===== config.mk =====
export PLATFORM = sky130hd
export DESIGN_NAME = ccff_stream_loader
export DESIGN_NICKNAME = d
export VERILOG_FILES = /design/src/rtl/ccff_stream_pkg.sv /design/src/rtl/ccff_crc16_serial.sv /design/src/rtl/ccff_stream_loader.sv
export SDC_FILE = /design/constraint.sdc
export NUM_CORES = 1
export LEC_CHECK = 0
export BUFFER_PORTS_ARGS = -buffer_cell sky130_fd_sc_hd__buf_2
export CORE_MARGIN = 4
export CORE_UTILIZATION = 50
export CTS_CLUSTER_SIZE = 8
export DETAILED_ROUTE_END_ITERATION = 7
export PLACE_DENSITY_LB_ADDON = 0.12
export SLEW_MARGIN = 15
export SYNTH_ARGS = -nofsm -noshare
export SYNTH_HDL_FRONTEND = slang
export SYNTH_SLANG_ARGS = --single-unit

===== constraint.sdc =====
create_clock -name prog_clk -period 1.55 [get_ports prog_clk]
set_clock_uncertainty 0.15 [all_clocks]
set_input_delay 0.2325 -clock prog_clk [delete_from_list [all_inputs] [get_ports prog_clk]]
set_output_delay 0.2325 -clock prog_clk [all_outputs]
set_load 0.05 [all_outputs]

===== src/rtl/ccff_stream_pkg.sv =====
// Shared types and CRC constants for the configuration-chain stream loader.
// CCFF_STREAM_CRC_EN adds the CHECK state used to verify a trailing CRC word.
package ccff_stream_pkg;

  localparam logic [15:0] CRC_POLY = 16'h1021;
  localparam logic [15:0] CRC_INIT = 16'hFFFF;

`ifdef CCFF_STREAM_CRC_EN
  typedef enum logic [2:0] {StIdle, StFetch, StShift, StCheck, StFinish} state_e;
`else
  typedef enum logic [2:0] {StIdle, StFetch, StShift, StFinish} state_e;
`endif

  // One MSB-first CRC-16-CCITT update for a single serial bit.
  function automatic logic [15:0] crc16_step(input logic [15:0] crc, input logic din);
    logic fb;
    fb = crc[15] ^ din;
    return {crc[14:0], 1'b0} ^ (fb ? CRC_POLY : 16'h0000);
  endfunction

endpackage


===== src/rtl/ccff_crc16_serial.sv =====
// Bit-serial CRC-16-CCITT accumulator with synchronous clear and update enable.
module ccff_crc16_serial
  import ccff_stream_pkg::*;
(
  input  logic        clk_i,
  input  logic        rst_i,
  input  logic        clr_i,
  input  logic        en_i,
  input  logic        bit_i,
  output logic [15:0] crc_o
);

  logic [15:0] crc_q;

  always_ff @(posedge clk_i or posedge rst_i) begin
    if (rst_i) begin
      crc_q <= CRC_INIT;
    end else if (clr_i) begin
      crc_q <= CRC_INIT;
    end else if (en_i) begin
      crc_q <= crc16_step(crc_q, bit_i);
    end
  end

  assign crc_o = crc_q;

endmodule


===== src/rtl/ccff_stream_loader.sv =====
// Streams bitstream words LSB-first into a configuration chain of CHAIN_LEN bits.
// Define CCFF_STREAM_CRC_EN to check a trailing CRC-16-CCITT word before done.
module ccff_stream_loader
  import ccff_stream_pkg::*;
#(
  parameter int unsigned WORD_W    = 32,
  parameter int unsigned CHAIN_LEN = 1024
) (
  input  logic              prog_clk,
  input  logic              pReset,
  input  logic              start,
  input  logic [WORD_W-1:0] word_data,
  input  logic              word_valid,
  output logic              word_ready,
  output logic              ccff_head,
  output logic              config_enable,
  output logic              busy,
  output logic              done,
  output logic              error
);

  localparam int unsigned CNT_W  = $clog2(CHAIN_LEN + 1);
  localparam int unsigned WCNT_W = (WORD_W > 1) ? $clog2(WORD_W) : 1;
  localparam logic [CNT_W-1:0]  LAST_BIT  = CNT_W'(CHAIN_LEN - 1);
  localparam logic [WCNT_W-1:0] LAST_WBIT = WCNT_W'(WORD_W - 1);

  state_e              state_q, state_d;
  logic [CNT_W-1:0]    bit_cnt_q, bit_cnt_d;
  logic [WCNT_W-1:0]   wcnt_q, wcnt_d;
  logic [WORD_W-1:0]   sreg_q, sreg_d;

`ifdef CCFF_STREAM_CRC_EN
  logic        error_q, error_d;
  logic        crc_clr, crc_en;
  logic [15:0] crc;

  ccff_crc16_serial u_crc (
    .clk_i (prog_clk),
    .rst_i (pReset),
    .clr_i (crc_clr),
    .en_i  (crc_en),
    .bit_i (sreg_q[0]),
    .crc_o (crc)
  );

  assign error = error_q;
`else
  assign error = 1'b0;
`endif

  always_ff @(posedge prog_clk or posedge pReset) begin
    if (pReset) begin
      state_q   <= StIdle;
      bit_cnt_q <= '0;
      wcnt_q    <= '0;
      sreg_q    <= '0;
`ifdef CCFF_STREAM_CRC_EN
      error_q   <= 1'b0;
`endif
    end else begin
      state_q   <= state_d;
      bit_cnt_q <= bit_cnt_d;
      wcnt_q    <= wcnt_d;
      sreg_q    <= sreg_d;
`ifdef CCFF_STREAM_CRC_EN
      error_q   <= error_d;
`endif
    end
  end

  always_comb begin
    state_d       = state_q;
    bit_cnt_d     = bit_cnt_q;
    wcnt_d        = wcnt_q;
    sreg_d        = sreg_q;
    word_ready    = 1'b0;
    config_enable = 1'b0;
    ccff_head     = 1'b0;
    done          = 1'b0;
`ifdef CCFF_STREAM_CRC_EN
    error_d       = error_q;
    crc_clr       = 1'b0;
    crc_en        = 1'b0;
`endif
    unique case (state_q)
      StIdle: begin
        if (start) begin
          bit_cnt_d = '0;
          state_d   = StFetch;
`ifdef CCFF_STREAM_CRC_EN
          error_d   = 1'b0;
          crc_clr   = 1'b1;
`endif
        end
      end
      StFetch: begin
        word_ready = 1'b1;
        if (word_valid) begin
          sreg_d  = word_data;
          wcnt_d  = '0;
          state_d = StShift;
        end
      end
      StShift: begin
        config_enable = 1'b1;
        ccff_head     = sreg_q[0];
        sreg_d        = sreg_q >> 1;
        bit_cnt_d     = bit_cnt_q + CNT_W'(1);
        wcnt_d        = wcnt_q + WCNT_W'(1);
`ifdef CCFF_STREAM_CRC_EN
        crc_en        = 1'b1;
`endif
        // Chain end wins over word end, so upper bits of a partial last word are dropped.
        if (bit_cnt_q == LAST_BIT) begin
`ifdef CCFF_STREAM_CRC_EN
          state_d = StCheck;
`else
          state_d = StFinish;
`endif
        end else if (wcnt_q == LAST_WBIT) begin
          state_d = StFetch;
        end
      end
`ifdef CCFF_STREAM_CRC_EN
      StCheck: begin
        word_ready = 1'b1;
        if (word_valid) begin
          if (word_data[15:0] == crc) begin
            state_d = StFinish;
          end else begin
            error_d = 1'b1;
            state_d = StIdle;
          end
        end
      end
`endif
      StFinish: begin
        done    = 1'b1;
        state_d = StIdle;
      end
      default: state_d = StIdle;
    endcase
  end

  assign busy = (state_q != StIdle);

endmodule


Word level (Yosys, flattened, before mapping):

Cells that the tools add are included.

* flip-flop bits (word level): 51
* bits in latches: 0
* bits in writable memories: 0
* ROM bits: 0
* input bits: 36
* output and inout port bits: 6
* logic and storage cells: 36
* memories kept: 0

* add/sub/neg operators: 2
* multiply operators: 0
* div/mod/pow operators: 0
* order comparisons: 0
* eq/ne operators: 8
* shifts and indexed selects: 0
* multiplexer cells: 15
* bitwise gates (word level): 0
* reduce and logical (&&, ||, !) cells: 7

Operators with widths (number)
* $pmux W32 S2: 1
* $mux W32: 1
* $pmux W11 S2: 1
* $mux W3: 4
* $add A11 B1 Y11 const B: 1
* $eq A11 B10 Y1 const B: 1
* $mux W11: 1
* $pmux W5 S2: 1
* $pmux W3 S3: 1
* $eq A3 B2 Y1 const B: 2
* $add A5 B1 Y5 const B: 1
* $eq A5 B5 Y1 const B: 1
* $mux W5: 1
* $mux W1: 4
* $ne A2 B2 Y1 const B: 2
* $reduce_and A2 Y1: 2
* $reduce_bool A2 Y1: 2
* $eq A3 B1 Y1 const B: 1
* $logic_not A3 Y1: 1
* $ne A3 B3 Y1 const B: 1
* $reduce_and A3 Y1: 1
* $reduce_bool A3 Y1: 1

Longest topological paths before layout:

* depth after elaboration: 4
* depth in mapped cells: 6

Worst setup path after synthesis:

OpenSTA, ideal clock, no wires.

* kind: register to output
* start point: reg state_q[0]
* end point: out ccff_head
* arrival time: 1537 ps
* path slack: -370 ps
* cell stages (with the launch flop): 6
* path buffers: 2
* path through: dfrtp_1 -> nand2b_1 -> buf_2 -> inv_1 -> buf_2 -> and2_1

* word-level cells in the longest chain between the ends: 2

Ends and longest elaborated chain
* start: declaration: line ccff_stream_loader.sv:27 `state_e state_q, state_d;`
* start signal: assignment: line ccff_stream_loader.sv:53 `state_q <= StIdle;`
* start signal: assignment: line ccff_stream_loader.sv:61 `state_q <= state_d;`
* $eq A3 B2 Y1: line ccff_stream_loader.sv:85 `unique case (state_q)`
* $mux W1: line ccff_stream_loader.sv:85
* end: declaration: line ccff_stream_loader.sv:15 `output logic ccff_head,`

Every way passes these cells.

Worst setup path after layout:

* start point: reg state_q[0]
* end point: out busy

* word-level cells in the longest chain between the ends: 1

Ends and longest elaborated chain
* $reduce_bool A3 Y1: line ccff_stream_loader.sv:145 `assign busy = (state_q != StIdle);`
* end: declaration: line ccff_stream_loader.sv:17 `output logic busy,`

Every way passes these cells.

==> results.yml <==
sta:
  whs_ps: 49.25
  worst_slack_ps: -105.1
  min_period_over_period_pct: 106.8
  finalSetupViolations: 11
  max_freq_mhz: 604.2
  drv_slew: 0
  finalCriticalPeriod_ps: 1655
  hold_viol_final: 0
  rsz0062_at_grt: "true"
worst_setup_path:
  worst-setup-path-type: "reg2out"
  required_ps: 1170
  arrival_ps: 1270
  endpoint_kind: "output port"
  crit_fanout: 5
  worstSetupStartpointType: "flop"
status:
  status: "finished with violations"
  violations: "negative setup slack"
placement:
  dp_slack_ps: -4.564
  place_hpwl_um: 3630
  gp_congestion: 0.8672
  portBuffers: 40
  placed_area_mm2: 0.002978
  dp_cells: 360
drt:
  via_count: 2044
  ant_nets: 0
  drc: 0
  drtIter0Drc: 70
  wl_per_cell_um: 14.43
  dr.pass1.iters: 4
  drt-total-wl_um: 5499
  avgViaCountPerCell: 5.365
floorplanning:
  dieArea_mm2: 0.006232
  ioPinCount: 42
  coreArea_mm2: 0.004786
  die_x_um: 78.94
  die_height_um: 78.94
  start_util_pct: 52.58
  rows: 25
cts:
  cts_buffer_depth: 2
  cts_num_sinks: 50
  h-tree-depth: 2
  root_buffer: "clkbuf_8"
  clk_latency_ps: 300
  cts_tree: "done"
  clk_pin_slew_ps: 90
  numCtsBuffers: 5
power:
  power.leakage_nw: 1.762
  power_density_mw_per_mm2: 1843
  ir_worst_vdd_mv: 1.037
synth:
  synth.net_count: 284
  avgSynthCellArea_um2: 10.27
  synth.area.top_cells: "dfrtp_1 (50%), mux2i_1 (14%), nand3_1 (7.6%)"
  yosys_register_bits: 50
  synth-seq-area-share_pct: 49.73
  netlist_instances: 245
  synth_top_area_cell: "dfrtp_1"
  synth.distinct_cells: 44
  netlist.area_leader.share_pct: 49.73
  netlist_area_mm2: 0.002516
  yosysWarnings: 0
layout:
  nFillCells: 381
  n_antenna_cell: 0
  syn_to_final_growth_pct: 34.61
  fin_area_mm2: 0.003387
  fin_cells: 381
  finish.utilization_pct: 70.77
  regArea_mm2: 0.001252
  layout_common_cells: "dfrtp_1 (49), nand3_1 (38), mux2i_1 (36), buf_2 (35), buf_4 (23)"
  drive_above_1_share_pct: 36.62
  multi_input_area_mm2: 0.001237
  layout_commonest_cell: "dfrtp_1"
  finish.net_count: 352
grt:
  grt_overflow: 0
  grt_pass1_vias: 1938
  grt_pass1_wl_um: 9080
  grtUsageTotal_pct: 18.28
  antenna_found_initial: 0
  grt_max_degree: 51
hold_path:
  hold_path.class: "in2reg"
run:
  cap_violations: 0
[power by group]
| part | total (mW) | internal, mW | switching, mW | leakage (nW) |
|---|---|---|---|---|
| Combinational | 3.24 | 1.66 | 1.57 | 1.06 |
| Clock | 0.904 | 0.475 | 0.429 | 0.0579 |
| Sequential | 2.10 | 1.81 | 0.295 | 0.641 |
[per-layer routing]
layer / vias to the layer above / share of wire (%) / global-route usage [%] / wire length, µm
li1: 1030 / - / - / -
met1: 976 / 48 / 24.50 / 2616
met2: 30 / 48 / 30.14 / 2624
met3: 8 / 3.5 / 4.195 / 195
met4: 0 / 1.1 / 4.639 / 62
met5: - / 0 / 0 / 0
[per-stage QoR]
step	total power [mW]	setup TNS (ps)
finish	6.241	-339.9
global route	6.693	-2001
CTS	5.694	-376.9
detailed placement	4.546	-4.564
global placement	4.473	-0.3032
floorplan	3.770	-18.69
[kinds of logic (layout without fill, tap and decap cells)]
kind of cell	count (synthesis)	count (layout)	share of synthesized area, %
buffers and inverters	23	92	4.376
XOR/XNOR	1	1	0.3481
flip-flops	50	50	49.73
AO/OA/AOI/OAI	53	53	12.48
adder cells (fa/ha/maj)	3	3	1.492
AND/OR/NAND/NOR	78	78	17.11
other	1	1	0.1490
multiplexers	36	36	14.32
[critical path: stages, from the launching register on]
cell     delay, ps
dfrtp_1        430
buf_6          150
or2_4          240
buf_8          150
[area by class of cell]
| class | instances | area share, % |
|---|---|---|
| clock buffers | 5 | 2.032 |
| clock inverters | 3 | 1.182 |
| inverters | 4 | 0.6280 |
| multi-input cells | 172 | 36.53 |
| flip-flops and latches | 50 | 36.98 |
| well taps | 67 | 2.475 |
| repair buffers | 80 | 20.17 |
[sequential cells by signal (all words and copies together) (netlist names)]
| name | cells |
|---|---|
| sreg_q | 32 |
| wcnt_q | 5 |
| state_q | 2 |
| bit_cnt_q | 11 |
[synth_stat cells]
master / instances
or4_4: 1
nand4_2: 1
nor4_1: 1
nand2b_1: 1
nand4_1: 2
nand2_1: 17
nand3_2: 1
and3b_1: 1
nor2_2: 1
nand3_1: 38
a22o_1: 3
o211ai_1: 2
dfrtp_1: 50
o221ai_1: 1
and3_2: 1
and4b_1: 1
and2_2: 1
a41oi_1: 1
ha_1: 3
buf_2: 8
buf_4: 3
a32o_1: 1
o2111ai_1: 1
buf_1: 1
inv_1: 4
a31oi_1: 1
o21bai_1: 2
mux2i_1: 36
clkbuf_2: 2
nor3b_1: 2
o41ai_1: 1
conb_1: 1
clkbuf_1: 5
and2_1: 2
o21ai_0: 36
or4_1: 1
or3b_2: 1
a21o_1: 1
xnor2_1: 1
and3_1: 2
or2_2: 1
nand3b_1: 2
o311ai_0: 1
a21oi_1: 2
[worst paths after layout]
check                      cells past startpoint     startpoint  slack (ps)           end
max in group asynchronous                      4         pReset         630    state_q[1]
min                                            3  word_data[18]          50    sreg_q[18]
max                                            3     state_q[0]        -110          busy
min reg2reg                                    1   bit_cnt_q[9]         340  bit_cnt_q[9]
max reg2reg                                    3     state_q[1]         -20  bit_cnt_q[8]
min in group asynchronous                      4         pReset         370     sreg_q[2]
[repair_timing]
item                                   4_1_cts  5_1_grt
pin swaps                                    3        4
hold buffers                                 1        0
setup buffers                                3        6
cloned                                       0        3
setup endpoints to repair                    8       45
endpoints found under the hold margin       50        0
gates resized for setup                     23       48
Power figures use the tool's default switching activity.
